## config.mk

```make
export PLATFORM = sky130hd
export DESIGN_NAME = pdm_sdm2_tx
export DESIGN_NICKNAME = d
export VERILOG_FILES = /design/src/rtl/pdm_sdm2_tx_pkg.sv /design/src/rtl/pdm_sdm2_tx_sdm2_core.sv /design/src/rtl/pdm_sdm2_tx.sv
export SDC_FILE = /design/constraint.sdc
export NUM_CORES = 1
export LEC_CHECK = 0
export ABC_AREA = 1
export BUFFER_PORTS_ARGS = -buffer_cell sky130_fd_sc_hd__buf_2
export CAP_MARGIN = 20
export CORE_MARGIN = 4
export CORE_UTILIZATION = 40
export CTS_CLUSTER_DIAMETER = 120
export DETAILED_ROUTE_END_ITERATION = 12
export GPL_TIMING_DRIVEN = 0
export PLACE_DENSITY_LB_ADDON = 0.3
export SLEW_MARGIN = 20
export SYNTH_ARGS = -nofsm -noshare
export SYNTH_HDL_FRONTEND = slang
export SYNTH_SLANG_ARGS = --single-unit
export TNS_END_PERCENT = 100
```

## constraint.sdc

```tcl
create_clock -name clk -period 10.57 [get_ports clk]
set_input_delay 1.057 -clock clk [delete_from_list [all_inputs] [get_ports clk]]
set_output_delay 1.057 -clock clk [all_outputs]
set_load 0.03 [all_outputs]
```

## src/rtl/pdm_sdm2_tx_pkg.sv

```systemverilog
// pdm_tx_pkg: shared constants and the saturating clamp for the PCM-to-PDM
// transmitter (pdm_sdm2_tx) and its second-order modulator core (sdm2_core).
package pdm_tx_pkg;

    localparam int PCM_W      = 16;
    localparam int ACC_W_DFLT = 24;
    localparam int FS_POS     = 32768;
    localparam int FS_NEG     = -32768;

    // Clamp a wide signed value into the range of a w-bit two's-complement
    // integrator so the loop never wraps around.
    function automatic logic signed [63:0] sat(input logic signed [63:0] v,
                                               input int unsigned        w);
        logic signed [63:0] hi;
        logic signed [63:0] lo;
        hi = (64'sd1 <<< (w - 1)) - 64'sd1;
        lo = -hi - 64'sd1;
        if (v > hi)
            return hi;
        else if (v < lo)
            return lo;
        return v;
    endfunction

endpackage

```

## src/rtl/pdm_sdm2_tx_sdm2_core.sv

```systemverilog
// sdm2_core: second-order delta-sigma modulator with saturating integrators.
// Ports:
//   clk, rst_n - system clock, async active-low reset
//   clr        - synchronous clear of both integrators and the output bit
//   step       - advance the loop by one PDM bit
//   x          - signed input, already sign-extended to ACC_W
//   bit_out    - current 1-bit output (registered, updated on step)
module sdm2_core
    import pdm_tx_pkg::*;
#(
    parameter int ACC_W = ACC_W_DFLT
) (
    input  logic                    clk,
    input  logic                    rst_n,
    input  logic                    clr,
    input  logic                    step,
    input  logic signed [ACC_W-1:0] x,
    output logic                    bit_out
);

    localparam logic signed [63:0] FB_P = 64'(FS_POS);
    localparam logic signed [63:0] FB_N = 64'(FS_NEG);

    logic signed [ACC_W-1:0] i1_q, i1_d;
    logic signed [ACC_W-1:0] i2_q, i2_d;
    logic                    y_q, y_d;
    logic signed [63:0]      fb, i1n, i2n;

    always_comb begin
        fb   = y_q ? FB_P : FB_N;
        i1n  = sat(64'(i1_q) + 64'(x) - fb, ACC_W);
        i2n  = sat(64'(i2_q) + i1n - fb, ACC_W);
        i1_d = i1_q;
        i2_d = i2_q;
        y_d  = y_q;
        if (clr) begin
            i1_d = '0;
            i2_d = '0;
            y_d  = 1'b0;
        end else if (step) begin
            i1_d = i1n[ACC_W-1:0];
            i2_d = i2n[ACC_W-1:0];
            y_d  = (i2n >= 0);
        end
    end

    always_ff @(posedge clk or negedge rst_n) begin
        if (!rst_n) begin
            i1_q <= '0;
            i2_q <= '0;
            y_q  <= 1'b0;
        end else begin
            i1_q <= i1_d;
            i2_q <= i2_d;
            y_q  <= y_d;
        end
    end

    assign bit_out = y_q;

endmodule

```

## src/rtl/pdm_sdm2_tx.sv

```systemverilog
// pdm_sdm2_tx: PCM-to-PDM transmitter. A one-entry holding buffer takes PCM
// samples over valid/ready; each sample is held for OSR PDM bits and fed to a
// second-order delta-sigma modulator clocked by a divided PDM bit clock.
// Ports:
//   clk, rst_n - system clock, async active-low reset
//   en         - modulator enable (low clears divider, counters, integrators)
//   pcm_in     - signed PCM sample; pcm_valid offers it, pcm_ready = buffer empty
//   pdm_clk    - PDM bit clock, 50% duty, rises together with pdm_out updates
//   pdm_out    - PDM data bit
//   underrun   - one-clk pulse when a sample boundary finds the buffer empty
module pdm_sdm2_tx
    import pdm_tx_pkg::*;
#(
    parameter int CLK_DIV = 4,
    parameter int OSR     = 64,
    parameter int ACC_W   = ACC_W_DFLT
) (
    input  logic                    clk,
    input  logic                    rst_n,
    input  logic                    en,
    input  logic signed [PCM_W-1:0] pcm_in,
    input  logic                    pcm_valid,
    output logic                    pcm_ready,
    output logic                    pdm_clk,
    output logic                    pdm_out,
    output logic                    underrun
);

    localparam int DIV_W = $clog2(CLK_DIV);
    localparam int BIT_W = $clog2(OSR);
    localparam logic [DIV_W-1:0] DIV_LAST = DIV_W'(CLK_DIV - 1);
    localparam logic [DIV_W-1:0] DIV_HALF = DIV_W'(CLK_DIV / 2);
    localparam logic [BIT_W-1:0] BIT_LAST = BIT_W'(OSR - 1);

    logic [DIV_W-1:0]        div_q, div_d;
    logic [BIT_W-1:0]        bit_q, bit_d;
    logic signed [PCM_W-1:0] pend_q, pend_d;
    logic signed [PCM_W-1:0] cur_q, cur_d;
    logic                    pend_full_q, pend_full_d;
    logic                    pclk_q, pclk_d;
    logic                    under_q, under_d;
    logic                    tick, bnd, accept;
    logic signed [ACC_W-1:0] x;

    always_comb begin
        tick        = en && (div_q == DIV_LAST);
        bnd         = tick && (bit_q == BIT_LAST);
        accept      = pcm_valid && !pend_full_q;
        div_d       = '0;
        bit_d       = '0;
        pend_d      = pend_q;
        pend_full_d = pend_full_q;
        cur_d       = cur_q;
        under_d     = bnd && !pend_full_q;

        if (en) begin
            div_d = (div_q == DIV_LAST) ? '0 : div_q + DIV_W'(1);
            bit_d = bit_q;
            if (tick)
                bit_d = (bit_q == BIT_LAST) ? '0 : bit_q + BIT_W'(1);
        end
        // Registered from the next divider value so pdm_clk rises on the
        // same edge that updates pdm_out.
        pclk_d = en && (div_d < DIV_HALF);

        if (bnd && pend_full_q) begin
            cur_d       = pend_q;
            pend_full_d = 1'b0;
        end
        // Accept only happens with the buffer empty, so it never collides
        // with the boundary unload above.
        if (accept) begin
            pend_d      = pcm_in;
            pend_full_d = 1'b1;
        end
    end

    always_ff @(posedge clk or negedge rst_n) begin
        if (!rst_n) begin
            div_q       <= '0;
            bit_q       <= '0;
            pend_q      <= '0;
            pend_full_q <= 1'b0;
            cur_q       <= '0;
            pclk_q      <= 1'b0;
            under_q     <= 1'b0;
        end else begin
            div_q       <= div_d;
            bit_q       <= bit_d;
            pend_q      <= pend_d;
            pend_full_q <= pend_full_d;
            cur_q       <= cur_d;
            pclk_q      <= pclk_d;
            under_q     <= under_d;
        end
    end

    // Modulator sees the pre-edge cur, so a newly loaded sample affects the
    // tick after its boundary.
    assign x = ACC_W'(cur_q);

    sdm2_core #(
        .ACC_W(ACC_W)
    ) u_core (
        .clk    (clk),
        .rst_n  (rst_n),
        .clr    (!en),
        .step   (tick),
        .x      (x),
        .bit_out(pdm_out)
    );

    assign pcm_ready = !pend_full_q;
    assign pdm_clk   = pclk_q;
    assign underrun  = under_q;

endmodule

```

# Word-level counts from Yosys, hierarchy flattened
# Cells that the tools add are included.
[totals]
register_bits = 92
inputBits = 20
[classes]
n_addsub = 6
magnitude_cmp = 6
eq_ne = 3
mux = 24
n_reduce_logical = 8
[ops]
columns = ["cell", "n"]
rows = [
  ["64-bit two-way mux", 7],
  ["64-bit by 24-bit > comparator with 1-bit output, second input constant", 2],
  ["64-bit by 24-bit less-than comparator with 1-bit output, second input constant", 2],
  ["64-bit subtractor", 2],
  ["24-bit two-way mux", 4],
  ["24-bit by 64-bit adder with 64-bit output", 1],
  ["64-bit by 1-bit greater-or-equal comparator with 1-bit output, second input constant", 1],
  ["24-bit by 16-bit adder with 25-bit output", 1],
  ["6-bit two-way mux", 3],
  ["1-bit two-way mux", 8],
  ["6-bit by 1-bit adder with 6-bit output, second input constant", 1],
  ["6-bit equality test, second input constant", 1],
  ["1-bit logical AND", 6],
  ["2-bit two-way mux", 2],
  ["2-bit by 1-bit adder with 2-bit output, second input constant", 1],
  ["2-bit equality test, second input constant", 1],
  ["2-bit less-than comparator, second input constant", 1],
  ["2-bit by 1-bit inequality test with 1-bit output, second input constant", 1],
  ["2-bit nonzero test", 1],
  ["1-bit logical NOT", 1],
]

# Logic depth before layout (Yosys ltp)
# Gate-level depths: netlist (run 1).
[logic_depth]
word_depth = 15
depth_mapped = 63
ltp_nobuf = 61

# Cells and area by module
# From an unflattened synthesis (run 1), not the netlist that was laid out.
[unflattened]
cells_unflattened = 2450
area_unflattened_um2 = 14370.0
[by_module_without_submodules]
columns = ["mod", "n_inst", "cells_per_inst", "area_each_um2", "seq_area_each_um2"]
rows = [
  ["sdm2_core", 1, 2291, 12589.6, 1226.2],
  ["pdm_sdm2_tx", 1, 159, 1780.5, 1076.0],
]

# Worst setup path before layout (run 1)
# OpenSTA, ideal clock, no wires.
[synth_timing]
path_kind = "register to register"
from = "register cur_q[0]"
to = "register u_core.i2_q[12]"
setup_time_ns = 0.116
arrival_ns = 7.524
slack_ns = 2.929
path_stages_with_launch = 53
synth_period_minus_slack_ns = 7.641
cell_sequence = "dfrtp_1 -> ha_1 -> fa_1 -> nand3_1 -> nand2_1 -> a21oi_1 -> o21bai_1 -> a21oi_1 -> inv_1 -> nand3_1 -> nand3_1 -> xor2_1 -> inv_1 -> ha_1 -> a21oi_1 -> a21boi_0 -> inv_1 -> fa_1 -> [17 not listed] -> nand2_1 -> inv_1 -> nand2_1 -> nand2_1 -> nand2_1 -> nand2_1 -> nand2_1 -> nand2_1 -> nand2_1 -> nor2_1 -> nand2_1 -> nor2_1 -> nand3_1 -> nand2_2 -> buf_6 -> nand2_1 -> nand2_1 -> nand2_1"
[synth_between]
elab_chain_cells = 14
word_cells_on_any_way = 18
classes_between = "4 x add/sub; 4 x order compare; 10 x mux"
[synth_lines]
columns = ["item", "line", "text"]
rows = [
  ["start, declared", "pdm_sdm2_tx.sv:38", "logic signed [PCM_W-1:0] cur_q, cur_d;"],
  ["start signal, assigned", "pdm_sdm2_tx.sv:92", "cur_q <= cur_d;"],
  ["24-bit by 16-bit adder with 25-bit output *", "pdm_sdm2_tx_sdm2_core.sv:31", "i1n = sat(64'(i1_q) + 64'(x) - fb, ACC_W);"],
  ["64-bit subtractor *", "pdm_sdm2_tx_sdm2_core.sv:31", ""],
  ["64-bit by 24-bit less-than comparator with 1-bit output", "pdm_sdm2_tx_pkg.sv:20", "else if (v < lo)"],
  ["1-bit two-way mux", "pdm_sdm2_tx_pkg.sv:20", ""],
  ["1-bit two-way mux", "pdm_sdm2_tx_pkg.sv:18", "if (v > hi)"],
  ["64-bit two-way mux *", "pdm_sdm2_tx_pkg.sv:22", "return v;"],
  ["24-bit by 64-bit adder with 64-bit output *", "pdm_sdm2_tx_sdm2_core.sv:32", "i2n = sat(64'(i2_q) + i1n - fb, ACC_W);"],
  ["64-bit subtractor *", "pdm_sdm2_tx_sdm2_core.sv:32", ""],
  ["64-bit by 24-bit less-than comparator with 1-bit output", "pdm_sdm2_tx_pkg.sv:20", ""],
  ["1-bit two-way mux", "pdm_sdm2_tx_pkg.sv:20", ""],
  ["1-bit two-way mux", "pdm_sdm2_tx_pkg.sv:18", ""],
  ["64-bit two-way mux *", "pdm_sdm2_tx_pkg.sv:22", ""],
  ["24-bit two-way mux *", "pdm_sdm2_tx_sdm2_core.sv:40", "end else if (step) begin"],
  ["24-bit two-way mux *", "pdm_sdm2_tx_sdm2_core.sv:36", "if (clr) begin"],
  ["end signal, assigned", "pdm_sdm2_tx_sdm2_core.sv:54", "i2_q <= i2_d;"],
  ["end, declared", "pdm_sdm2_tx_sdm2_core.sv:25", "logic signed [ACC_W-1:0] i2_q, i2_d;"],
]
# Every way passes the cells marked *; elsewhere a longest branch is shown, timed or not. The select of a mux whose other input is x is not followed.
# A chain may end at the register's enable or synchronous reset.

# Worst setup path in the final report (run 1)
[layout_timing]
from = "register cur_q[0]"
to = "register u_core.i2_q[13]"
# Same word-level chain as after synthesis.

==> implementation parameters, run 1 <==
Parameter                              Value

STA
  Relative slew slack ... 42.99%
  Largest clock skew in the final design ... 0.01259 ns
  RSZ-0062 raised after global routing ... false
  Final count of hold timing violations ... 0
  Final setup violation count ... 0
  Worst-margin pin slew ... between 0.8 and 0.9 ns
  Final period utilization ... 90.37%
  Total count of max-transition violations in the final report ... 0
  Timing-limited maximum frequency ... about 100 MHz
  Sum Neg Setup Slack ... 0 ns
  Clock period minus worst slack ... ~9.6 ns

Finish
  Cell area after layout ... approximately 0.015 mm²
  # fillers ... around 3800
  Final layout net count ... 2575
  Layout Utilization ... between 40 and 50%
  Growth of design area from synthesis to finish ... 7.739%
  Ratio of cells with drive above 1 in the final layout ... 4.120%
  Ant. Diodes ... 0

Min path
  Hold WC Path Type ... reg -> reg

Critical path
  Critical path peak fanout ... 10
  Maximum cell stage delay along the critical path ... approximately 0.48 ns
  Cell repeated most along the worst path ... sky130_fd_sc_hd__nand2_1
  Worst Setup End Kind ... register
  Setup crit start kind ... register
  Data required time of the worst path ... approximately 11 ns
  Type of the worst setup path ... reg -> reg
  Minimum setup slack among reg-to-reg paths ... roughly 1 ns
  Worst path arrival time ... around 9.8 ns
  Critical path's slowest cell ... sky130_fd_sc_hd__fa_1

Floorplan
  Number of top-level design ports ... 24
  Die Ht ... approximately 190 µm
  Horizontal extent of the die ... ~190 µm
  Standard-cell rows ... between 60 and 70
  Standard cell core area ... approximately 0.034 mm²
  Die Footprint ... between 0.03 and 0.04 mm²
  Initial cell density of the core ... 40.46%

Clock tree
  Num CTS Buffers ... 9
  Number of levels in the clock H-tree ... 3
  Clock latency on the worst-skew pair ... ~0.36 ns
  Clock sink total ... 92
  CTS max path bufs ... 2
  Post-CTS clock slew at the launch and capture registers of the worst setup and hold paths ... ~0.080 ns
  Clock tree root driver cell ... sky130_fd_sc_hd__clkbuf_16
  Post-cts sizing count ... 0
  CTS tree ... done
  Hold-fix buffers, CTS ... 0
  Count of buffers added by post-CTS timing repair for setup ... 0

Routing
  Drt first-iter violations ... 730
  Total DRC errors in the routed layout ... 0
  Final ANT Viol Nets ... 0
  Total number of vias ... 13320
  Avg WL per Cell ... 13.17 µm
  DR pass1 iterations ... 5
  Routed via count divided by cell count ... 4.673
  Post-detailed-routing wire length ... ~38000 µm

Synthesis
  Top cells by area, synth ... sky130_fd_sc_hd__nand2_1 (27%), sky130_fd_sc_hd__dfrtp_1 (17%), sky130_fd_sc_hd__inv_1 (15%)
  Most used standard cell by instance count after synthesis ... sky130_fd_sc_hd__nand2_1
  Number of instances in the synthesized netlist ... about 2400
  Syn nets ... ~2500
  Mean post-synth cell area ... around 5.7 µm²
  Area share of the leading cell type in the synthesized netlist ... about 27%
  Post-synth top flop ... sky130_fd_sc_hd__dfrtp_1
  Distinct cell type count of the synthesized netlist ... 43
  Number of enable-type register cells in the synthesized netlist ... 0
  Proportion of synthesized chip area in sequential cells ... ~17%
  Number of warnings printed during yosys synthesis ... 0
  Syn Std Cell Area ... approximately 0.014 mm²
  Share of flip-flops with an asynchronous set or reset ... between 90% and 100%
  Top cells by instance count after synthesis ... sky130_fd_sc_hd__nand2_1 (974), sky130_fd_sc_hd__inv_1 (536), sky130_fd_sc_hd__nor2_1 (150)
  Flop and latch count out of synthesis ... 92
  Post-synth top area cell ... sky130_fd_sc_hd__nand2_1

GRT
  Maximum number of pins on one net before global-route repair ... 55
  Vias in the first global route ... around 13000
  Number of antenna violations at the first check in global routing ... 0
  Global-route wire length before repair ... 61690 µm
  Total global routing track utilization ... 20.60%
  Remaining global-route overflow ... 0

Power and ir drop
  Power Density ... about 170 mW/mm²
  Leakage power ... a little over 0.009 µW
  Worst IR drop on VDD ... about 120 µV
  Post-layout total power ... between 2000 and 2500 µW

Placement
  Number of port buffers ... 23
  Gpl congestion ... ~0.94
  Placement Cell Area ... approximately 0.014 mm²
  Detailed placer's ending HPWL ... around 33000 µm

Job
  Maxcap violations ... 0

Outcome
  Result of the run ... completed
cell type report:
| type | instances | area (µm²) | area share (%) |
|---|---|---|---|
| plain buffers | 62 | 291.5 | 1.995 |
| inverters | 540 | 2032 | 13.90 |
| flip-flops and latches | 92 | 2303 | 15.76 |
| multi-input cells | 1668 | 8952 | 61.25 |
| well taps | 448 | 560.5 | 3.835 |
| clock buffers | 9 | 225.2 | 1.541 |
| clock inverters | 7 | 73.82 | 0.5051 |
| repair buffers | 25 | 176.4 | 1.207 |
registers in the layout, summed over array words and instances (netlist names):
name and flops:
cur_q 16, pend_full_q 1, u_core.bit_out 1, u_core.i1_q 24, bit_q 6, pend_q 16
underrun 1, pdm_clk 1, div_q 2, u_core.i2_q 24
cells in the final DEF (no fill, tap or decap), types with 27 or more instances in the layout:
cell                       instances
sky130_fd_sc_hd__a21oi_1          80
sky130_fd_sc_hd__buf_2            27
sky130_fd_sc_hd__clkbuf_1         46
sky130_fd_sc_hd__dfrtp_1          91
sky130_fd_sc_hd__fa_1             50
sky130_fd_sc_hd__ha_1            107
sky130_fd_sc_hd__inv_1           534
sky130_fd_sc_hd__nand2_1         974
sky130_fd_sc_hd__nand3_1          90
sky130_fd_sc_hd__nor2_1          150
sky130_fd_sc_hd__o21ai_0          40
sky130_fd_sc_hd__xnor2_1          30
sky130_fd_sc_hd__xor2_1           28
metal layers:
layer,track usage (%),part of all wire (%)
met1,25.59,45
met2,36.55,47
met3,1.436,2.5
met4,9.216,4.8
met5,0,0
through the flow:
stage          worst slack [ns]  hold WS, ns  instances
4_1_cts                  0.5038       0.4472       2851
6_report                  1.018       0.4421       2851
5_1_grt                 0.01085       0.4564       2851
3_5_place_dp             0.5896       0.4327       2835
3_3_place_gp             0.8179       0.4225       2833
2_1_floorplan             2.929       0.4099       2362
power breakdown:
part	internal (µW)	switching [µW]
Clock	168	158
Sequential	374	14.5
Combinational	573	1130
Total	1110	1300
path summary, 6_finish.rpt:
kind / from / to / depth (start not counted)
min: div_q[0] / div_q[0] / 1
max in group asynchronous: rst_n / u_core.bit_out / 2
max: cur_q[0] / u_core.i2_q[13] / 52
max reg2reg: cur_q[0] / u_core.i2_q[13] / 52
min reg2reg: div_q[0] / div_q[0] / 1
min in group asynchronous: rst_n / pend_q[0] / 1
logic make-up after synthesis:
| family | synth area share (%) |
|---|---|
| xor+xnor | 3.809 |
| simple gates | 39.08 |
| compound gates | 5.802 |
| flops | 16.97 |
| buf+inv | 17.09 |
| fa+ha+maj | 17.25 |
critical path: cells and delay by family (launching register included):
kind | cells | cell delay, ns
adder cells (fa/ha/maj) | 6 | 2.27
AO/OA/AOI/OAI | 6 | 1.50
XOR/XNOR | 1 | 0.39
flip-flops | 1 | 0.41
buffers and inverters | 10 | 1.40
AND/OR/NAND/NOR | 29 | 3.46
No activity file was read; power rests on OpenSTA's default activity.
==> inputs of run 2 (changes only) <==
CELL_PAD_IN_SITES_DETAIL_PLACEMENT = 1   (was default)
CELL_PAD_IN_SITES_GLOBAL_PLACEMENT = 2   (was default)
CORE_UTILIZATION = 35   (was 40)
PLACE_DENSITY = 0.9   (was default)
PLACE_DENSITY_LB_ADDON = default   (was 0.3)
==> run 2 against run 1 <==
Against the previous run:
- fmax shrank 0.21%
- via count grew 3.9%
- largest power group unchanged
- first-iteration DRC count shrank 21%
- critical path type unchanged
- clock-buffer cell count grew 1
- critical endpoint is now u_core.i2_q[7]
- global-route usage grew 1.7 points
- final cell count grew 2.2%
==> implementation parameters, run 2 (synthesis results as in run 1) <==
Parameter                              Value

Routing
  DR pass1 iterations ... 5 (unchanged)
  Final ANT Viol Nets ... 0 (unchanged)
  Drt first-iter violations ... 579 (was 730)
  Avg WL per Cell ... 15.61 µm (was 13.17 µm)
  Routed via count divided by cell count ... 4.749 (was 4.673)
  Post-detailed-routing wire length ... 45490 µm (was 37550 µm)
  Total DRC errors in the routed layout ... 0 (unchanged)
  Total number of vias ... 13840 (was 13320)

Clock tree
  Number of levels in the clock H-tree ... 3 (unchanged)
  CTS tree ... done (unchanged)
  Hold-fix buffers, CTS ... 0 (unchanged)
  CTS max path bufs ... 2 (unchanged)
  Post-CTS clock slew at the launch and capture registers of the worst setup and hold paths ... 0.07 ns (was 0.08 ns)
  Clock sink total ... 92 (unchanged)
  Count of buffers added by post-CTS timing repair for setup ... 0 (unchanged)
  Post-cts sizing count ... 0 (unchanged)
  Clock tree root driver cell ... sky130_fd_sc_hd__clkbuf_16 (unchanged)
  Num CTS Buffers ... 9 (unchanged)
  Clock latency on the worst-skew pair ... 0.37 ns (was 0.36 ns)

Floorplan
  Horizontal extent of the die ... 204.9 µm (was 192.2 µm)
  Standard cell core area ... 0.03793 mm² (was 0.03353 mm²)
  Initial cell density of the core ... 35.76% (was 40.46%)
  Die Ht ... 204.9 µm (was 192.2 µm)
  Standard-cell rows ... 71 (was 67)
  Die Footprint ... 0.04197 mm² (was 0.03692 mm²)
  Number of top-level design ports ... 24 (unchanged)

GRT
  Maximum number of pins on one net before global-route repair ... 48 (was 55)
  Total global routing track utilization ... 22.26% (was 20.60%)
  Remaining global-route overflow ... 0 (unchanged)
  Number of antenna violations at the first check in global routing ... 0 (unchanged)
  Global-route wire length before repair ... 75090 µm (was 61690 µm)
  Vias in the first global route ... 14720 (was 12680)

Finish
  Growth of design area from synthesis to finish ... 8.735% (was 7.739%)
  Most frequent cells in the layout ... sky130_fd_sc_hd__nand2_1 (974), sky130_fd_sc_hd__inv_1 (534), sky130_fd_sc_hd__nor2_1 (150), sky130_fd_sc_hd__ha_1 (107), sky130_fd_sc_hd__dfrtp_1 (91) (unchanged)
  Ant. Diodes ... 0 (unchanged)
  Most common library cell in the layout ignoring fill and taps ... sky130_fd_sc_hd__nand2_1 (unchanged)
  Ratio of cells with drive above 1 in the final layout ... 4.326% (was 4.120%)
  Largest registers ... u_core.i1_q (24), u_core.i2_q (24) (unchanged)
  # fillers ... 5324 (was 3795)
  Layout Utilization ... 38.89% (was 43.59%)
  Final layout net count ... 2576 (was 2575)

STA
  Sum Neg Setup Slack ... 0 ns (unchanged)
  Total count of max-transition violations in the final report ... 0 (unchanged)
  Final count of hold timing violations ... 0 (unchanged)
  RSZ-0062 raised after global routing ... false (unchanged)
  Worst-margin pin slew ... 0.8924 ns (was 0.8552 ns)
  Final setup violation count ... 0 (unchanged)
  Worst hold margin ... 0.4342 ns (was 0.4421 ns)
  Largest clock skew in the final design ... 0.01474 ns (was 0.01259 ns)
  Final period utilization ... 90.56% (was 90.37%)
  Clock period minus worst slack ... 9.572 ns (was 9.552 ns)
  Relative slew slack ... 40.51% (was 42.99%)
  Timing-limited maximum frequency ... 104.5 MHz (was 104.7 MHz)

Placement
  Number of port buffers ... 23 (unchanged)
  Detailed placer's ending HPWL ... 39820 µm (was 32510 µm)
  Gpl congestion ... 0.9299 (was 0.9438)

Power and ir drop
  Power Density ... 172.5 mW/mm² (was 165.1 mW/mm²)
  Worst IR drop on VDD ... 90.45 µV (was 117.1 µV)
  Leakage power ... 0.009161 µW (was 0.009142 µW)

Critical path
  Data required time of the worst path ... 10.82 ns (was 10.81 ns)
  Maximum cell stage delay along the critical path ... 0.48 ns (about the same)
  Cell repeated most along the worst path ... sky130_fd_sc_hd__nand2_1 (unchanged)
  Worst Setup End Kind ... register (unchanged)
  Critical path's slowest cell ... sky130_fd_sc_hd__fa_1 (unchanged)
  Worst path arrival time ... 9.82 ns (was 9.80 ns)
  Critical path peak fanout ... 10 (unchanged)
  Setup crit start kind ... register (unchanged)
  Type of the worst setup path ... reg -> reg (unchanged)

Min path
  Hold WC Path Type ... reg -> reg (unchanged)

Job
  Maxcap violations ... 0 (unchanged)

Outcome
  Result of the run ... completed (unchanged)
==> run 2: per-stage QoR <==
step / power (µW) / setup WS [ns] / cell area [µm²] / instances
5_1_grt: 2830 / 0.09386 / 14750 / 2915
4_1_cts: 2566 / 0.2809 / 14730 / 2915
6_report: 2544 / 0.9975 / 14750 / 2915
3_5_place_dp: 2198 / 0.3352 / 14410 / 2899
2_1_floorplan: 1662 / 2.929 / 13570 / 2362
3_3_place_gp: 2154 / 0.5205 / 14320 / 2896
==> run 2: layout make-up <==
class,instances,area (µm²),share of cell area (%)
Inverter,540,2032,13.78
Tap cell,511,639.4,4.335
Sequential cell,92,2303,15.62
Clock inverter,6,80.08,0.5429
Timing Repair Buffer,26,196.4,1.332
Multi-Input combinational cell,1668,8969,60.80
Clock buffer,10,239.0,1.620
Buffer,62,291.5,1.976
==> run 2: critical path, delay by kind of cell, from the launching register on <==
family	cells	cell delay, ns
compound gates	8	1.61
xor+xnor	1	0.17
fa+ha+maj	6	2.27
buf+inv	11	1.05
flops	1	0.41
simple gates	32	3.94
==> run 2: final timing paths <==
kind	start	cells after the start	slack, ns	endpoint
min reg2reg	div_q[0]	1	0.43	div_q[0]
max in group asynchronous	rst_n	2	9.34	u_core.i2_q[9]
min in group asynchronous	rst_n	1	0.62	pend_q[3]
min	div_q[0]	1	0.43	div_q[0]
max	cur_q[0]	58	1.0	u_core.i2_q[7]
max reg2reg	cur_q[0]	58	1.0	u_core.i2_q[7]
==> run 2: metal layers <==
layer,track usage [%],wire (µm)
met1,28.11,20790
met2,40.25,22100
met3,1.615,1000
met4,7.416,1599
met5,0,0
==> run 2: where the power goes <==
group	leakage, µW	internal, µW	switching, µW
combinational	0.00781	575	1230
sequential	0.00120	373	15.6
clock	0.000152	194	160
total	0.00916	1140	1400
==> inputs of run 3 (changes only) <==
BUFFER_PORTS_ARGS = default   (was -buffer_cell sky130_fd_sc_hd__buf_2)
DONT_BUFFER_PORTS = 1   (was default)
PLACE_DENSITY = 0.89   (was 0.9)
==> run 3 against run 2 <==
Against the previous run:
- combinational power about the same
- via count down 0.85%
- total power down 0.16%
==> implementation parameters, run 3 (synthesis results as in run 1) <==
Parameter                              Value

Power and ir drop
  Post-layout total power ... 2540 µW (was 2544 µW)
  Power Density ... 173.6 mW/mm² (was 172.5 mW/mm²)
  Leakage power ... 0.009060 µW (was 0.009161 µW)
  Worst IR drop on VDD ... 99.13 µV (was 90.45 µV)

GRT
  Maximum number of pins on one net before global-route repair ... 93 (was 48)
  Global-route wire length before repair ... 74270 µm (was 75090 µm)
  Total global routing track utilization ... 22.02% (was 22.26%)
  Vias in the first global route ... 14480 (was 14720)
  Remaining global-route overflow ... 0 (unchanged)
  Number of antenna violations at the first check in global routing ... 0 (unchanged)

STA
  Worst setup margin ... 0.9196 ns (was 0.9975 ns)
  Final period utilization ... 91.30% (was 90.56%)
  Timing-limited maximum frequency ... 103.6 MHz (was 104.5 MHz)
  Relative slew slack ... 44.84% (was 40.51%)
  Worst-margin pin slew ... 0.8273 ns (was 0.8924 ns)
  Total count of max-transition violations in the final report ... 0 (unchanged)
  RSZ-0062 raised after global routing ... false (unchanged)
  Final count of hold timing violations ... 0 (unchanged)
  Largest clock skew in the final design ... 0.01891 ns (was 0.01474 ns)
  Sum Neg Setup Slack ... 0 ns (unchanged)
  Clock period minus worst slack ... 9.650 ns (was 9.572 ns)
  Final setup violation count ... 0 (unchanged)

Finish
  # fillers ... 5328 (was 5324)
  Ratio of cells with drive above 1 in the final layout ... 3.444% (was 4.326%)
  Growth of design area from synthesis to finish ... 7.858% (was 8.735%)
  Most common library cell in the layout ignoring fill and taps ... sky130_fd_sc_hd__nand2_1 (unchanged)
  Cell area after layout ... 0.01463 mm² (was 0.01475 mm²)
  Count of non-filler cells in the finished layout ... 2892 (was 2915)
  Footprint of the flip-flops and latches ... 0.002303 mm² (unchanged)
  Multi-input gate area in the final layout ... 0.008979 mm² (was 0.008969 mm²)
  Final layout net count ... 2553 (was 2576)
  Ant. Diodes ... 0 (unchanged)
  Largest registers ... u_core.i1_q (24), u_core.i2_q (24) (unchanged)
  Most frequent cells in the layout ... sky130_fd_sc_hd__nand2_1 (973), sky130_fd_sc_hd__inv_1 (534), sky130_fd_sc_hd__nor2_1 (148), sky130_fd_sc_hd__ha_1 (107), sky130_fd_sc_hd__dfrtp_1 (91) (was sky130_fd_sc_hd__nand2_1 (974), sky130_fd_sc_hd__inv_1 (534), sky130_fd_sc_hd__nor2_1 (150), sky130_fd_sc_hd__ha_1 (107), sky130_fd_sc_hd__dfrtp_1 (91))

Routing
  Final ANT Viol Nets ... 0 (unchanged)
  Post-detailed-routing wire length ... 45570 µm (was 45490 µm)
  Avg WL per Cell ... 15.76 µm (was 15.61 µm)
  Total number of vias ... 13730 (was 13840)
  Drt first-iter violations ... 517 (was 579)
  Routed via count divided by cell count ... 4.746 (was 4.749)
  Total DRC errors in the routed layout ... 0 (unchanged)
  DR pass1 iterations ... 5 (unchanged)
  Total met2 wirelength after detailed routing ... 22870 µm (was 22100 µm)
  DRT met1 WL ... 20530 µm (was 20790 µm)
  Top routing layer in use ... met4 (unchanged)
  Routed wl met3 ... 821 µm (was 1000 µm)

Placement
  Number of port buffers ... 0 (was 23)
  Gpl congestion ... 0.9143 (was 0.9299)
  Post-placement worst setup slack ... 0.1658 ns (was 0.3352 ns)
  Placement Cell Area ... 0.01429 mm² (was 0.01441 mm²)
  Count of placed standard cells including taps ... 2876 (was 2899)
  Detailed placer's ending HPWL ... 39430 µm (was 39820 µm)

Job
  Maxcap violations ... 0 (unchanged)

Clock tree
  Post-CTS clock slew at the launch and capture registers of the worst setup and hold paths ... 0.08 ns (was 0.07 ns)
  Clock tree root driver cell ... sky130_fd_sc_hd__clkbuf_16 (unchanged)
  Number of levels in the clock H-tree ... 3 (unchanged)
  CTS tree ... done (unchanged)
  Clock sink total ... 92 (unchanged)
  Hold-fix buffers, CTS ... 0 (unchanged)
  CTS max path bufs ... 2 (unchanged)
  Num CTS Buffers ... 9 (unchanged)
  Clock latency on the worst-skew pair ... 0.36 ns (was 0.37 ns)

Critical path
  Logic depth of the worst register-to-register path ... 51 (was 58)
  Start point of the critical path ... cur_q[0] (unchanged)
  Worst path arrival time ... 9.93 ns (was 9.82 ns)
  Critical path's slowest cell ... sky130_fd_sc_hd__fa_1 (unchanged)
  Startpoint of the lowest-slack register-to-register path ... cur_q[0] (unchanged)
  Minimum setup slack among reg-to-reg paths ... 0.92 ns (was 1.0 ns)
  Type of the worst setup path ... reg -> reg (unchanged)
  Maximum cell stage delay along the critical path ... 0.51 ns (was 0.48 ns)
  Critical path peak fanout ... 10 (unchanged)
  Data required time of the worst path ... 10.85 ns (was 10.82 ns)
  Worst Setup End Kind ... register (unchanged)
  Cell repeated most along the worst path ... sky130_fd_sc_hd__nand2_1 (unchanged)
  Setup crit start kind ... register (unchanged)

Floorplan
  Initial cell density of the core ... 35.76% (unchanged)
  Standard-cell rows ... 71 (unchanged)
  Standard cell core area ... 0.03793 mm² (unchanged)
  Die Footprint ... 0.04197 mm² (unchanged)
  Die Ht ... 204.9 µm (unchanged)
  Number of top-level design ports ... 24 (unchanged)
  Horizontal extent of the die ... 204.9 µm (unchanged)

Min path
  Hold WC Path Type ... in -> async (was reg -> reg)

Outcome
  Result of the run ... completed (unchanged)
run 3: changes by cell type in the layout (fill, tap and decap cells not counted), sizes merged:
cell,before,now
clkinv,2,0
buf,42,19
inv,542,545
clkbuf,56,55
run 3: cell type report:
cell class,instances,share of cell area [%]
Clock buffer,9,1.539
Clock inverter,7,0.5900
Tap cell,511,4.370
Timing Repair Buffer,3,0.5131
Buffer,62,1.992
Multi-Input combinational cell,1668,61.36
Inverter,540,13.89
Sequential cell,92,15.74
run 3: path summary, 6_finish.rpt:
check	to
max	u_core.i2_q[9]
max reg2reg	u_core.i2_q[9]
max in group asynchronous	div_q[0]
min	pend_q[2]
min reg2reg	div_q[0]
min in group clk	div_q[0]
run 3: report_power, final:
| group | internal [µW] | switching, µW |
|---|---|---|
| clock network | 190 | 164 |
| registers | 373 | 15.5 |
| logic | 575 | 1220 |
| total | 1140 | 1400 |
run 3: what timing repair did:
| item | 4_1_cts | 5_1_grt |
|---|---|---|
| buffers inserted | 0 | 0 |
| gates resized for setup | 0 | 9 |
| endpoints found under the setup margin | 0 | 24 |
run 3: metrics by stage:
| step | hold WS (ns) | utilization (%) |
|---|---|---|
| CTS | 0.3720 | 38.48 |
| detailed placement | 0.4308 | 37.66 |
| floorplan | 0.4099 | - |
| global route | 0.3681 | 38.57 |
| finish | 0.3801 | 38.57 |
| global placement | 0.4199 | 37.45 |
run 3: critical path: cells and delay by family (launching register included):
family	cells	cell delay, ns
buffers and inverters	5	0.66
and+or+nand+nor	32	4.29
AOI/OAI and AO/OA	7	1.57
DFF	1	0.42
adders and majority gates	6	2.41
xor gates and xnor gates	1	0.16
run 3: metal layers:
| metal | vias to the layer above | track usage [%] |
|---|---|---|
| li1 | 7027 | - |
| met1 | 6522 | 27.41 |
| met2 | 127 | 40.85 |
| met3 | 49 | 1.567 |
| met4 | 0 | 6.220 |
| met5 | - | 0 |
